===== src/rtl/seg7_pkg.sv =====
// Shared constants and types for the 7-segment scan capture block.
// Segment patterns are ordered abcdefg, with bit 6 = a and bit 0 = g.
package seg7_pkg;

    localparam logic [6:0] SEG7_0     = 7'b1111110;
    localparam logic [6:0] SEG7_1     = 7'b0110000;
    localparam logic [6:0] SEG7_2     = 7'b1101101;
    localparam logic [6:0] SEG7_3     = 7'b1111001;
    localparam logic [6:0] SEG7_4     = 7'b0110011;
    localparam logic [6:0] SEG7_5     = 7'b1011011;
    localparam logic [6:0] SEG7_6     = 7'b1011111;
    localparam logic [6:0] SEG7_6_ALT = 7'b0011111;
    localparam logic [6:0] SEG7_7     = 7'b1110000;
    localparam logic [6:0] SEG7_8     = 7'b1111111;
    localparam logic [6:0] SEG7_9     = 7'b1111011;
    localparam logic [6:0] SEG7_9_ALT = 7'b1110011;
    localparam logic [6:0] SEG7_BLANK = 7'b0000000;

    localparam logic [3:0] BCD_ERR = 4'hF;

    typedef enum logic [1:0] {
        IDLE    = 2'd0,
        SETTLE  = 2'd1,
        CAPTURE = 2'd2,
        WAIT    = 2'd3
    } seg7_state_e;

endpackage


===== src/rtl/seg7_pattern_dec.sv =====
// Combinational decode of one abcdefg segment pattern into BCD.
// The blank pattern reads as digit 0; any pattern outside the table reads as BCD_ERR.
module seg7_pattern_dec
    import seg7_pkg::*;
(
    input  logic [6:0] pattern,
    output logic [3:0] bcd,
    output logic       blank,
    output logic       err
);

    always_comb begin
        bcd   = BCD_ERR;
        blank = 1'b0;
        err   = 1'b1;
        case (pattern)
            SEG7_0:             begin bcd = 4'd0; err = 1'b0; end
            SEG7_1:             begin bcd = 4'd1; err = 1'b0; end
            SEG7_2:             begin bcd = 4'd2; err = 1'b0; end
            SEG7_3:             begin bcd = 4'd3; err = 1'b0; end
            SEG7_4:             begin bcd = 4'd4; err = 1'b0; end
            SEG7_5:             begin bcd = 4'd5; err = 1'b0; end
            SEG7_6, SEG7_6_ALT: begin bcd = 4'd6; err = 1'b0; end
            SEG7_7:             begin bcd = 4'd7; err = 1'b0; end
            SEG7_8:             begin bcd = 4'd8; err = 1'b0; end
            SEG7_9, SEG7_9_ALT: begin bcd = 4'd9; err = 1'b0; end
            SEG7_BLANK:         begin bcd = 4'd0; blank = 1'b1; err = 1'b0; end
            default:            begin bcd = BCD_ERR; err = 1'b1; end
        endcase
    end

endmodule


===== src/rtl/seg7_scan_capture.sv =====
// Recovers one BCD digit per position from a scanned 7-segment display and
// delivers complete frames through a valid/ready handshake.
//
//   state   | meaning
//   --------+--------------------------------------------------------------
//   IDLE    | waiting for a one-hot digit select
//   SETTLE  | counting cycles with SEG/DIG unchanged since the last latch
//   CAPTURE | writing the decoded digit into its working slot (one cycle)
//   WAIT    | digit captured; waiting for DIG to move away from it
module seg7_scan_capture
    import seg7_pkg::*;
#(
    parameter int NDIG       = 4,
    parameter int STABLE_CYC = 8,
    parameter int CNT_W      = 4
) (
    input  logic                CLK,
    input  logic                RST,
    input  logic [6:0]          SEG,
    input  logic [NDIG-1:0]     DIG,
    input  logic                FRAME_RDY,
    output logic                FRAME_VLD,
    output logic [4*NDIG-1:0]   BCD,
    output logic [NDIG-1:0]     BLANK,
    output logic [NDIG-1:0]     ERR,
    output logic                OVR
);

    localparam logic [CNT_W-1:0] CNT_TC  = CNT_W'(STABLE_CYC - 1);
    localparam logic [NDIG-1:0]  DIG_ONE = NDIG'(1);
    localparam logic [NDIG-1:0]  MASK_FULL = {NDIG{1'b1}};

    logic [6:0]        seg_m, seg_s;
    logic [NDIG-1:0]   dig_m, dig_s;

    seg7_state_e       state;
    logic [CNT_W-1:0]  cnt;
    logic [NDIG-1:0]   lat_dig;
    logic [6:0]        lat_seg;

    logic [4*NDIG-1:0] work_bcd;
    logic [NDIG-1:0]   work_blank;
    logic [NDIG-1:0]   work_err;
    logic [NDIG-1:0]   mask;

    logic [4*NDIG-1:0] cap_bcd;
    logic [NDIG-1:0]   cap_blank;
    logic [NDIG-1:0]   cap_err;
    logic [NDIG-1:0]   cap_mask;

    logic [3:0]        dec_bcd;
    logic              dec_blank;
    logic              dec_err;

    logic              dig_onehot;
    logic              stable;
    logic              frame_done;
    logic              handshake;
    logic              load;

    // SEG and DIG are asynchronous to CLK; everything downstream uses the _s copies.
    always_ff @(posedge CLK or posedge RST) begin
        if (RST) begin
            seg_m <= '0;
            seg_s <= '0;
            dig_m <= '0;
            dig_s <= '0;
        end else begin
            seg_m <= SEG;
            seg_s <= seg_m;
            dig_m <= DIG;
            dig_s <= dig_m;
        end
    end

    assign dig_onehot = (dig_s != '0) && ((dig_s & (dig_s - DIG_ONE)) == '0);
    assign stable     = (dig_s == lat_dig) && (seg_s == lat_seg);

    always_ff @(posedge CLK or posedge RST) begin
        if (RST) begin
            state   <= IDLE;
            cnt     <= '0;
            lat_dig <= '0;
            lat_seg <= '0;
        end else begin
            case (state)
                IDLE: begin
                    if (dig_onehot) begin
                        state   <= SETTLE;
                        cnt     <= '0;
                        lat_dig <= dig_s;
                        lat_seg <= seg_s;
                    end
                end
                SETTLE: begin
                    if (!dig_onehot) begin
                        state <= IDLE;
                    end else if (!stable) begin
                        cnt     <= '0;
                        lat_dig <= dig_s;
                        lat_seg <= seg_s;
                    end else if (cnt == CNT_TC) begin
                        state <= CAPTURE;
                    end else begin
                        cnt <= cnt + 1'b1;
                    end
                end
                CAPTURE: begin
                    state <= WAIT;
                end
                WAIT: begin
                    if (dig_s != lat_dig) begin
                        state <= IDLE;
                    end
                end
                default: begin
                    state <= IDLE;
                end
            endcase
        end
    end

    seg7_pattern_dec u_dec (
        .pattern (lat_seg),
        .bcd     (dec_bcd),
        .blank   (dec_blank),
        .err     (dec_err)
    );

    // Working bank as it will look after this cycle's capture; used both for
    // the slot write and for loading the output bank on the completing capture.
    always_comb begin
        cap_bcd   = work_bcd;
        cap_blank = work_blank;
        cap_err   = work_err;
        cap_mask  = mask;
        for (int k = 0; k < NDIG; k++) begin
            if (lat_dig[k]) begin
                cap_bcd[4*k +: 4] = dec_bcd;
                cap_blank[k]      = dec_blank;
                cap_err[k]        = dec_err;
                cap_mask[k]       = 1'b1;
            end
        end
    end

    assign frame_done = (state == CAPTURE) && (cap_mask == MASK_FULL);
    assign handshake  = FRAME_VLD && FRAME_RDY;
    assign load       = frame_done && (!FRAME_VLD || FRAME_RDY);

    always_ff @(posedge CLK or posedge RST) begin
        if (RST) begin
            work_bcd   <= '0;
            work_blank <= '0;
            work_err   <= '0;
            mask       <= '0;
            BCD        <= '0;
            BLANK      <= '0;
            ERR        <= '0;
            FRAME_VLD  <= 1'b0;
            OVR        <= 1'b0;
        end else begin
            if (state == CAPTURE) begin
                work_bcd   <= cap_bcd;
                work_blank <= cap_blank;
                work_err   <= cap_err;
                mask       <= frame_done ? '0 : cap_mask;
            end

            // A frame completing on the handshake cycle replaces the consumed one;
            // OVR is left alone in that case and only clears on a plain handshake.
            if (load) begin
                BCD       <= cap_bcd;
                BLANK     <= cap_blank;
                ERR       <= cap_err;
                FRAME_VLD <= 1'b1;
            end else if (handshake) begin
                FRAME_VLD <= 1'b0;
                OVR       <= 1'b0;
            end

            if (frame_done && FRAME_VLD && !FRAME_RDY) begin
                OVR <= 1'b1;
            end
        end
    end

endmodule


===== config.mk =====
export PLATFORM = sky130hd
export DESIGN_NAME = seg7_scan_capture
export DESIGN_NICKNAME = d
export VERILOG_FILES = /design/src/rtl/seg7_pkg.sv /design/src/rtl/seg7_pattern_dec.sv /design/src/rtl/seg7_scan_capture.sv
export SDC_FILE = /design/constraint.sdc
export NUM_CORES = 1
export LEC_CHECK = 0
export CAP_MARGIN = 20
export CORE_UTILIZATION = 50
export CTS_CLUSTER_SIZE = 10
export DETAILED_ROUTE_END_ITERATION = 6
export PLACE_DENSITY = 0.71
export SKIP_LAST_GASP = 1
export SLEW_MARGIN = 25
export SYNTH_ARGS = -nofsm -noshare
export SYNTH_HDL_FRONTEND = slang
export SYNTH_SLANG_ARGS = --single-unit

===== constraint.sdc =====
create_clock -name CLK -period 7.02 [get_ports CLK]
set_clock_uncertainty 0.1 [all_clocks]
set_input_delay 1.404 -clock CLK [delete_from_list [all_inputs] [get_ports CLK]]
set_output_delay 1.404 -clock CLK [all_outputs]
set_load 0.005 [all_outputs]

==> metrics <==
# nets final=between 400 and 500; drc violations=0; Antenna Nets Post-Route=0; Via density=5.615; Site Rows=32; DRT Wirelength=7.829 mm; Die H=91.39 µm; FF-to-FF End=BCD[3]; Port Buffers=39; post-route design area=4649 µm²; Internal=between 800 and 900 µW; Syn-to-layout area delta=16.38%; first-pass GRT wire length=roughly 14 mm; f_max=about 300 MHz; CTS H-tree depth=3; IR drop worst, VDD=approximately 150 µV; chip width=roughly 91 µm; Ys Warns=0; core footprint=around 7700 µm²; Detailed Place HPWL=between 5 and 6 mm; number of synthesized flops with an enable pin=0; switching share of power=about a quarter; Fillers=644; R2R cell count=6; status=complete, no violations; critical path class=primary input to flop; cts repair resizes=0; Sequential Power Share=roughly 55%; iteration count of the initial detailed-routing pass=4; Longest Clk Path Bufs=2; Max FO, Critical Path=21; CTS Hold Bufs=0; die area=about 8400 µm²; MaxCap Viol Count=0; Final Hold Vio Count=0; Core Util, Final=approximately 60%; Initial Utilization=approximately half; dpl ws=3.277 ns; Main synth FF type=dfrtp_1; Synthesized Nets=about 400; RSZ-0062 raised after global routing=false; Clk pwr share=a little over a third; pin count of the biggest net entering global routing=94; Yosys reg bits=93; GRT Overall Usage=approximately a fifth; ys async rst share=100.0%; Critical path origin=FRAME_RDY; Mapped Area=approximately 4000 µm²; CP arrival=between 3 and 4 ns; hold_sp=seg_m[2]; grt total ovfl=0; Post-Synthesis Cells=384; via count=between 2000 and 3000; clock sink count=93; final weighted congestion in routability-driven placement=0.8419; hold slack=between 0.2 and 0.3 ns; leakage=just under 2 nW; combinational cell fraction of total power=approximately 8.8%; I/O pin cnt=40; Final setup viols=0; Clock Pin Slew Worst Setup and Hold Paths=around 0.10 ns; switching pwr=between 200 and 300 µW; Yosys cell types=52; FF/Latch Area=2327 µm²; WL/cell=between 15 and 20 µm; Post-CTS Setup Bufs=0; Root Buffer=clkbuf_8; total power=1.095 mW; Max-Slew Margin vs Limit=roughly 35%; dpl cell area=roughly 4400 µm²; fin cells=517; Hold WC Path Type=flop to flop; CP Capture Type=flop; fraction of layout cells with a size suffix above 1=8.916%; initial antenna violation count=0; # diodes=0; sequential share of the synthesized area=roughly three fifths; area of the multi-input gates=1523 µm²; power per cell area=approximately 240 nW/µm²; DR iter-0 viols=between 100 and 150; Max Slew Vio Count=0; Avg Cell Area, Syn=10.40 µm²; vias in the first global route=approximately 2700; startpoint types=primary input; Worst Path Required=roughly 7.1 ns; setup TNS=0 ns; worst r2r src=lat_dig[3]; final worst-path setup slack=approximately 3.6 ns; fin crit period=about 3.4 ns; CTS Buf Count=9; clock latency on the worst-skew pair=~0.35 ns; Tcrit/Tclk final=between 40% and 50%; Critical Path End=BCD[3]; Worst Tran Pin Value=0.9767 ns; TritonCTS clock tree=built; placed cell count=501; reg2reg setup slack=around 4 ns
==> worst min-delay path by stage <==
stage | to | slack (ns) | cells after the start
finish | seg_s[2] | 0.25 | 0
floorplan | dig_s[0] | 0.23 | 0
detailed placement | dig_s[2] | 0.24 | 0
global route | seg_s[2] | 0.26 | 0
CTS | seg_s[2] | 0.26 | 0
global placement | seg_s[5] | 0.23 | 0
==> cell type report <==
| class | instances | share of cell area, % |
|---|---|---|
| Inverter | 8 | 0.6728 |
| Timing Repair Buffer | 41 | 8.800 |
| Clock buffer | 10 | 2.960 |
| Clock inverter | 6 | 2.018 |
| Tap cell | 102 | 2.745 |
| Sequential cell | 93 | 50.05 |
| Multi-Input combinational cell | 257 | 32.75 |
==> power by group through the flow <==
| stage | clock network (mW) | logic, mW | registers [mW] |
|---|---|---|---|
| after floorplan | 0 | 0.104 | 0.573 |
| after global placement | 0 | 0.0952 | 0.607 |
| after detailed placement | 0 | 0.0968 | 0.609 |
| after CTS | 0.408 | 0.0972 | 0.598 |
| after global routing | 0.433 | 0.107 | 0.603 |
| final | 0.401 | 0.0959 | 0.598 |
==> worst max-delay path, cell delays in order <==
cell             delay, ns
clkdlybuf4s50_1       0.47
nand2b_1              0.34
nand2_1               0.48
a211oi_1              0.65
a211oi_1              0.16
==> placed cells by master, fill, tap and decap left out, drive strengths merged, types with 2 or more instances in the layout <==
cell type,Yosys,routed
nor2,34,34
a32oi,2,2
nor4,5,5
buf,11,2
a31oi,8,8
inv,8,8
nand4b,2,2
mux2i,4,4
nor3,14,14
clkdlybuf4s50,0,39
o21ai,39,39
xnor2,12,12
a21oi,15,15
clkinvlp,0,3
dfrtp,93,93
mux2,11,11
nand4,4,4
a211oi,12,12
nor2b,6,6
bufinv,0,2
nand2b,4,4
clkbuf,15,10
o31a,2,2
o22ai,3,3
nand2,44,44
xor2,2,2
and3,3,3
nand3,10,10
and2,3,3
==> per-layer routing <==
metal	share of wire, %	vias to the layer above	GRT usage [%]
met5	0	-	0
met4	1.3	0	8.069
li1	-	1390	-
met3	3.7	7	3.015
met1	48	1437	29.22
met2	47	69	32.58
==> cell usage after synthesis, drive strengths merged (2+ instances only) <==
cell    count  share of area (%)
nor3       14                1.9
xnor2      12                2.6
nand3      10                1.3
o21ai      39                4.9
buf        11                1.5
nand2      44                4.1
clkbuf     15                1.4
dfrtp      93                 58
nor2       34                3.2
xor2        2               0.44
mux2       11                3.1
o31a        2               0.47
and3        3               0.47
a31oi       8                1.3
a211oi     12                2.3
mux2i       4                1.0
a21oi      15                2.0
nand4       4               0.63
nand4b      2               0.44
nor4        5               0.94
inv         8               0.75
a32oi       2               0.63
nor2b       6               0.94
and2        3               0.47
nand2b      4               0.63
o22ai       3               0.47
==> logic make-up after synthesis <==
family,after synthesis,share of synthesized area [%]
muxes,15,4.103
DFF,93,58.25
AOI/OAI and AO/OA,89,13.81
and+or+nand+nor,137,16.57
adders and majority gates,2,0.5637
xor gates and xnor gates,14,3.069
buffers and inverters,34,3.633
==> sequential cells by signal, summed over array words and instances (netlist names), named ones only <==
| register | count |
|---|---|
| BCD | 16 |
| BLANK | 4 |
| ERR | 4 |
| FRAME_VLD | 1 |
| OVR | 1 |
| cnt | 4 |
| dig_m | 4 |
| dig_s | 4 |
| lat_dig | 4 |
| lat_seg | 7 |
| mask | 4 |
| seg_m | 7 |
| seg_s | 7 |
| state | 1 |
| work_bcd | 16 |
| work_blank | 4 |
| work_err | 4 |
No activity file was read; power rests on OpenSTA's default activity.
